**config.mk**
```make
export PLATFORM = sky130hd
export DESIGN_NAME = usrt_tx
export DESIGN_NICKNAME = d
export VERILOG_FILES = /design/src/rtl/usrt_tx.sv
export SDC_FILE = /design/constraint.sdc
export NUM_CORES = 1
export LEC_CHECK = 0
export CELL_PAD_IN_SITES_DETAIL_PLACEMENT = 0
export CELL_PAD_IN_SITES_GLOBAL_PLACEMENT = 1
export CORE_MARGIN = 2
export CORE_UTILIZATION = 41
export CTS_CLUSTER_SIZE = 8
export DETAILED_ROUTE_END_ITERATION = 10
export PLACE_DENSITY = 0.79
export SYNTH_ARGS = -nofsm -noshare
export SYNTH_HDL_FRONTEND = slang
export SYNTH_SLANG_ARGS = --single-unit
```
**constraint.sdc**
```tcl
create_clock -name i_Pclk -period 2.7 [get_ports i_Pclk]
set_clock_uncertainty 0.2 [all_clocks]
set_input_delay 0.81 -clock i_Pclk [delete_from_list [all_inputs] [get_ports i_Pclk]]
set_output_delay 0.81 -clock i_Pclk [all_outputs]
set_load 0.005 [all_outputs]
```
**src/rtl/usrt_tx.sv**
```systemverilog
// USRT serial transmit engine: start bit, LSB-first data, optional parity, stop bit(s), with a synchronous bit clock.
// Optional build macro USRT_TX_TWO_STOP_EN selects two stop bits instead of one.
module usrt_tx #(
  parameter int DATA_WIDTH = 8,
  parameter int DIV_BASE   = 4
) (
  input  logic                  i_Pclk,
  input  logic                  i_Reset,
  input  logic [7:0]            i_Status,
  input  logic [DATA_WIDTH-1:0] i_Data,
  input  logic                  i_Valid,
  output logic                  o_Ready,
  output logic                  o_Busy,
  output logic                  o_Done,
  output logic                  o_Sclk,
  output logic                  o_Sdata
);

  localparam int BW = (DATA_WIDTH > 1) ? $clog2(DATA_WIDTH) : 1;
  localparam logic [BW-1:0] LAST_BIT = BW'(DATA_WIDTH - 1);

  typedef enum logic [2:0] {IDLE, START, DATA, PARITY, STOP} state_t;

  state_t                state, state_n;
  logic [5:0]            div_cnt, div_n;
  logic [BW-1:0]         bit_cnt, bit_n;
  logic                  stop2, stop2_n;
  logic                  done, done_n;
  logic [DATA_WIDTH-1:0] data_q;
  logic                  par_en, par_odd;
  logic [1:0]            sel;
  logic [6:0]            period;
  logic                  bit_end, sclk_hi, accept;
  logic                  unused_status;

  function automatic logic parity_bit(input logic [DATA_WIDTH-1:0] d, input logic odd);
    return (^d) ^ odd;
  endfunction

  assign unused_status = ^i_Status[7:4];
  assign period  = 7'(DIV_BASE) << sel;
  assign bit_end = ({1'b0, div_cnt} == (period - 7'd1));
  assign sclk_hi = ({1'b0, div_cnt} >= (period >> 1));
  assign accept  = i_Valid && (state == IDLE);

  // Frame configuration and payload are frozen at acceptance
  always_ff @(posedge i_Pclk) begin
    if (accept) begin
      data_q  <= i_Data;
      par_en  <= i_Status[0];
      par_odd <= i_Status[1];
      sel     <= i_Status[3:2];
    end
  end

  always_ff @(posedge i_Pclk) begin
    if (!i_Reset) begin
      state   <= IDLE;
      div_cnt <= 6'd0;
      bit_cnt <= '0;
      stop2   <= 1'b0;
      done    <= 1'b0;
    end else begin
      state   <= state_n;
      div_cnt <= div_n;
      bit_cnt <= bit_n;
      stop2   <= stop2_n;
      done    <= done_n;
    end
  end

  always_comb begin
    state_n = state;
    div_n   = div_cnt;
    bit_n   = bit_cnt;
    stop2_n = stop2;
    done_n  = 1'b0;
    if (state != IDLE) div_n = bit_end ? 6'd0 : div_cnt + 6'd1;
    case (state)
      IDLE: begin
        if (i_Valid) begin
          state_n = START;
          div_n   = 6'd0;
          bit_n   = '0;
          stop2_n = 1'b0;
        end
      end
      START:  if (bit_end) state_n = DATA;
      DATA: begin
        if (bit_end) begin
          bit_n = bit_cnt + 1'b1;
          if (bit_cnt == LAST_BIT) state_n = par_en ? PARITY : STOP;
        end
      end
      PARITY: if (bit_end) state_n = STOP;
      STOP: begin
        if (bit_end) begin
`ifdef USRT_TX_TWO_STOP_EN
          if (!stop2) begin
            stop2_n = 1'b1;
          end else begin
            state_n = IDLE;
            done_n  = 1'b1;
          end
`else
          state_n = IDLE;
          done_n  = 1'b1;
`endif
        end
      end
      default: state_n = IDLE;
    endcase
  end

  // Line is driven straight from state so data moves only while sclk is low
  always_comb begin
    o_Sdata = 1'b1;
    o_Sclk  = 1'b0;
    case (state)
      START:   o_Sdata = 1'b0;
      DATA:    o_Sdata = data_q[bit_cnt];
      PARITY:  o_Sdata = parity_bit(data_q, par_odd);
      default: o_Sdata = 1'b1;
    endcase
    if (state != IDLE) o_Sclk = sclk_hi;
  end

  assign o_Ready = (state == IDLE);
  assign o_Busy  = (state != IDLE);
  assign o_Done  = done;

endmodule

```
==> results.json <==
{
  "place_hpwl_um": 2275,
  "synth_top_area_cell": "edfxtp_1",
  "slew_headroom_pct": 66.69,
  "grt_first_pass_wirelength_um": 5306,
  "synthArstFlopShare_pct": 0,
  "syn_avg_cell_area_um2": 10.50,
  "ys_types": 53,
  "synth_flop_cell": "dfxtp_1",
  "synth_top_area_share_pct": 25.04,
  "p_int_mw": 0.5498,
  "wl_um": 3013,
  "cap_viol_max_count": 0,
  "final.setup.tns_ns": -0.3630,
  "num-nets-final": 204,
  "placed_area_mm2": 0.001810,
  "synth-simple-area-share_pct": 19.57,
  "timing.final.crit_period_ns": 2.885,
  "yosys.area_share.xor_xnor_pct": 6.087,
  "synthCells": 137,
  "rr_worst_depth": 9,
  "layout_common_cells": "buf_4, clkdlybuf4s50_1, edfxtp_1",
  "final_cell_count_no_fill": 222,
  "num_vias": 1179,
  "crit_path_top_delay_cell": "mux4_2",
  "start_util_pct": 42.78,
  "antenna_found_initial": 0,
  "num_rows": 21,
  "clk_latency_ns": 0.31,
  "cts.clk_slew.worst_paths_ns": 0.13,
  "max_freq_ghz": 0.3467,
  "clkPwrFrac_pct": 22.8,
  "syn-cell-area_mm2": 0.001439,
  "synthTopCellsByArea": "edfxtp_1, dfxtp_1, ha_1, xnor2_1, mux4_2",
  "drt.antenna.violating_nets": 0,
  "status": "complete, but fails checks",
  "track_usage_pct": 16.62,
  "min_period_over_period_pct": 106.8,
  "cts_made_buffers": 3,
  "synthMuxAreaShare_pct": 4.522,
  "final_area_mm2": 0.001914,
  "arrival_ns": 1.87,
  "p_per_area_mw_per_mm2": 379.8,
  "rsz0062_at_grt": "true",
  "critical_path_buf_inv_count": 1,
  "cts_max_level": 1,
  "viasPerCell": 5.311,
  "syn_nets": 164,
  "cp.depth": 5,
  "hold_ws_ns": 0.3374,
  "worst_pin_slew_ns": 0.4951,
  "seq_power_share_pct": 57.8,
  "synthToLayoutAreaGrowth_pct": 33.04,
  "dp_cells": 217,
  "swShare_pct": 24.37,
  "synth_compound_area_share_pct": 16.09,
  "io_pins": 24,
  "max_stage_delay_ns": 0.49,
  "setup_viol": 2,
  "path_delay_family": "multiplexers",
  "violations": "negative setup slack",
  "routedWlPerCell_um": 13.57,
  "crit_fanout": 2,
  "dieArea_mm2": 0.003999,
  "dr.pass1.iters": 4,
  "preCtsSetupSlack_ns": -0.2966,
  "min-delay-path-class": "flop to flop",
  "post_synth_fa_ha_maj_area_fraction_pct": 6.957,
  "drt_iter0_markers": 33,
  "cts_tree": "done",
  "layout_commonest_cell": "buf_4",
  "drive_gt1_share_pct": 29.55,
  "synth_top_family_by_area": "simple AND/OR/NAND/NOR gates",
  "drc": 0,
  "p_leak_nw": 0.7098,
  "cts.sinks": 25,
  "start_kind": "flop",
  "hold_buffers": 0,
  "grt_max_degree": 15,
  "yosysWarnings": 0,
  "ys_seq_area_share_pct": 43.13,
  "ys_ff_latch": 25,
  "final_util_pct": 56.92,
  "path_cells": "mux4_2 > mux2i_1 > a21oi_1 > a311o_1 > buf_2",
  "core_mm2": 0.003363,
  "total_power_mw": 0.7271,
  "end_kind": "primary output",
  "die_x_um": 63.24,
  "overflow": 0,
  "root_buffer": "clkbuf_4",
  "slew_violations": 0,
  "place.gp.congestion": 0.8014,
  "hold_depth": 2,
  "required_ns": 1.69,
  "num_antenna_cells": 0,
  "post-route-worst-setup-slack_ns": -0.1845,
  "critPathKind": "flop to primary output",
  "p_switching_mw": 0.1772,
  "power_frac_comb_pct": 19.3,
  "port_buffers": 19,
  "vdd_drop_max_mv": 0.2509,
  "die_h_um": 63.24,
  "hold_viol": 0,
  "grt_pass1_vias": 1203,
  "clk_path_buf_depth": 2,
  "synth_edf_count": 12
}
## power by group through the flow
| stage | combinational, mW | clock, mW | sequential, mW |
|---|---|---|---|
| 6_report | 0.141 | 0.166 | 0.420 |
| 5_1_grt | 0.156 | 0.191 | 0.422 |
| 2_1_floorplan | 0.0679 | 0 | 0.429 |
| 4_1_cts | 0.131 | 0.173 | 0.422 |
| 3_3_place_gp | 0.123 | 0 | 0.429 |
| 3_5_place_dp | 0.127 | 0 | 0.430 |
## path summary, 6_finish.rpt
| check | from | endpoint | slack [ns] |
|---|---|---|---|
| worst max-delay path | data_q[7] | o_Sdata | -0.18 |
| worst min register to register | state[0] | state[1] | 0.34 |
| worst min-delay path | state[0] | state[1] | 0.34 |
| worst max register to register | sel[1] | div_cnt[4] | 0.14 |
## cell type report
class / count / area (um^2)
fill: 326 / 1449
multi-input combinational: 101 / 834.6
sequential: 25 / 629.4
timing repair buffer: 41 / 347.8
tap: 46 / 57.56
clock buffer: 4 / 26.28
inverter: 5 / 18.77
## worst min-delay path, stage by stage (launching register included)
cell and delay, ns:
dfxtp_4 0.37, nand3b_1 0.08, a21oi_1 0.06
## flip-flops by register name (all words and copies together), names as in the netlist
register,cells
bit_cnt,3
data_q,8
div_cnt,6
o_Done,1
par_en,1
par_odd,1
sel,2
state,3
## Yosys cell counts, drive strengths merged (3+ instances only)
master	count
a211oi	4
a21oi	7
a31oi	3
buf	3
clkbuf	3
dfxtp	13
edfxtp	12
ha	8
inv	4
nand2	9
nand2b	5
nand3	5
nor2	6
o21ai	5
or3	4
xnor2	6
xor2	4
## layer usage
layer | wire, um | track usage (%) | vias to the layer above
met5 | 0 | 0 | -
met4 | 14 | 4.620 | 0
met3 | 100 | 2.857 | 2
met2 | 1473 | 28.72 | 23
met1 | 1424 | 21.44 | 563
li1 | - | - | 591
## kinds of logic (layout without fill, tap and decap cells)
group,after synthesis,in the layout
xor gates and xnor gates,10,10
AOI/OAI and AO/OA,32,32
DFF,25,25
buffers and inverters,11,50
and+or+nand+nor,47,47
muxes,4,4
adders and majority gates,8,8
## repair_timing
item | in CTS | in global routing
buffers inserted | 1 | 2
resized for setup | 20 | 8
setup endpoints to repair | 4 | 4
pin swaps | 9 | 6
Note: power is estimated with default switching activity, not from simulation.
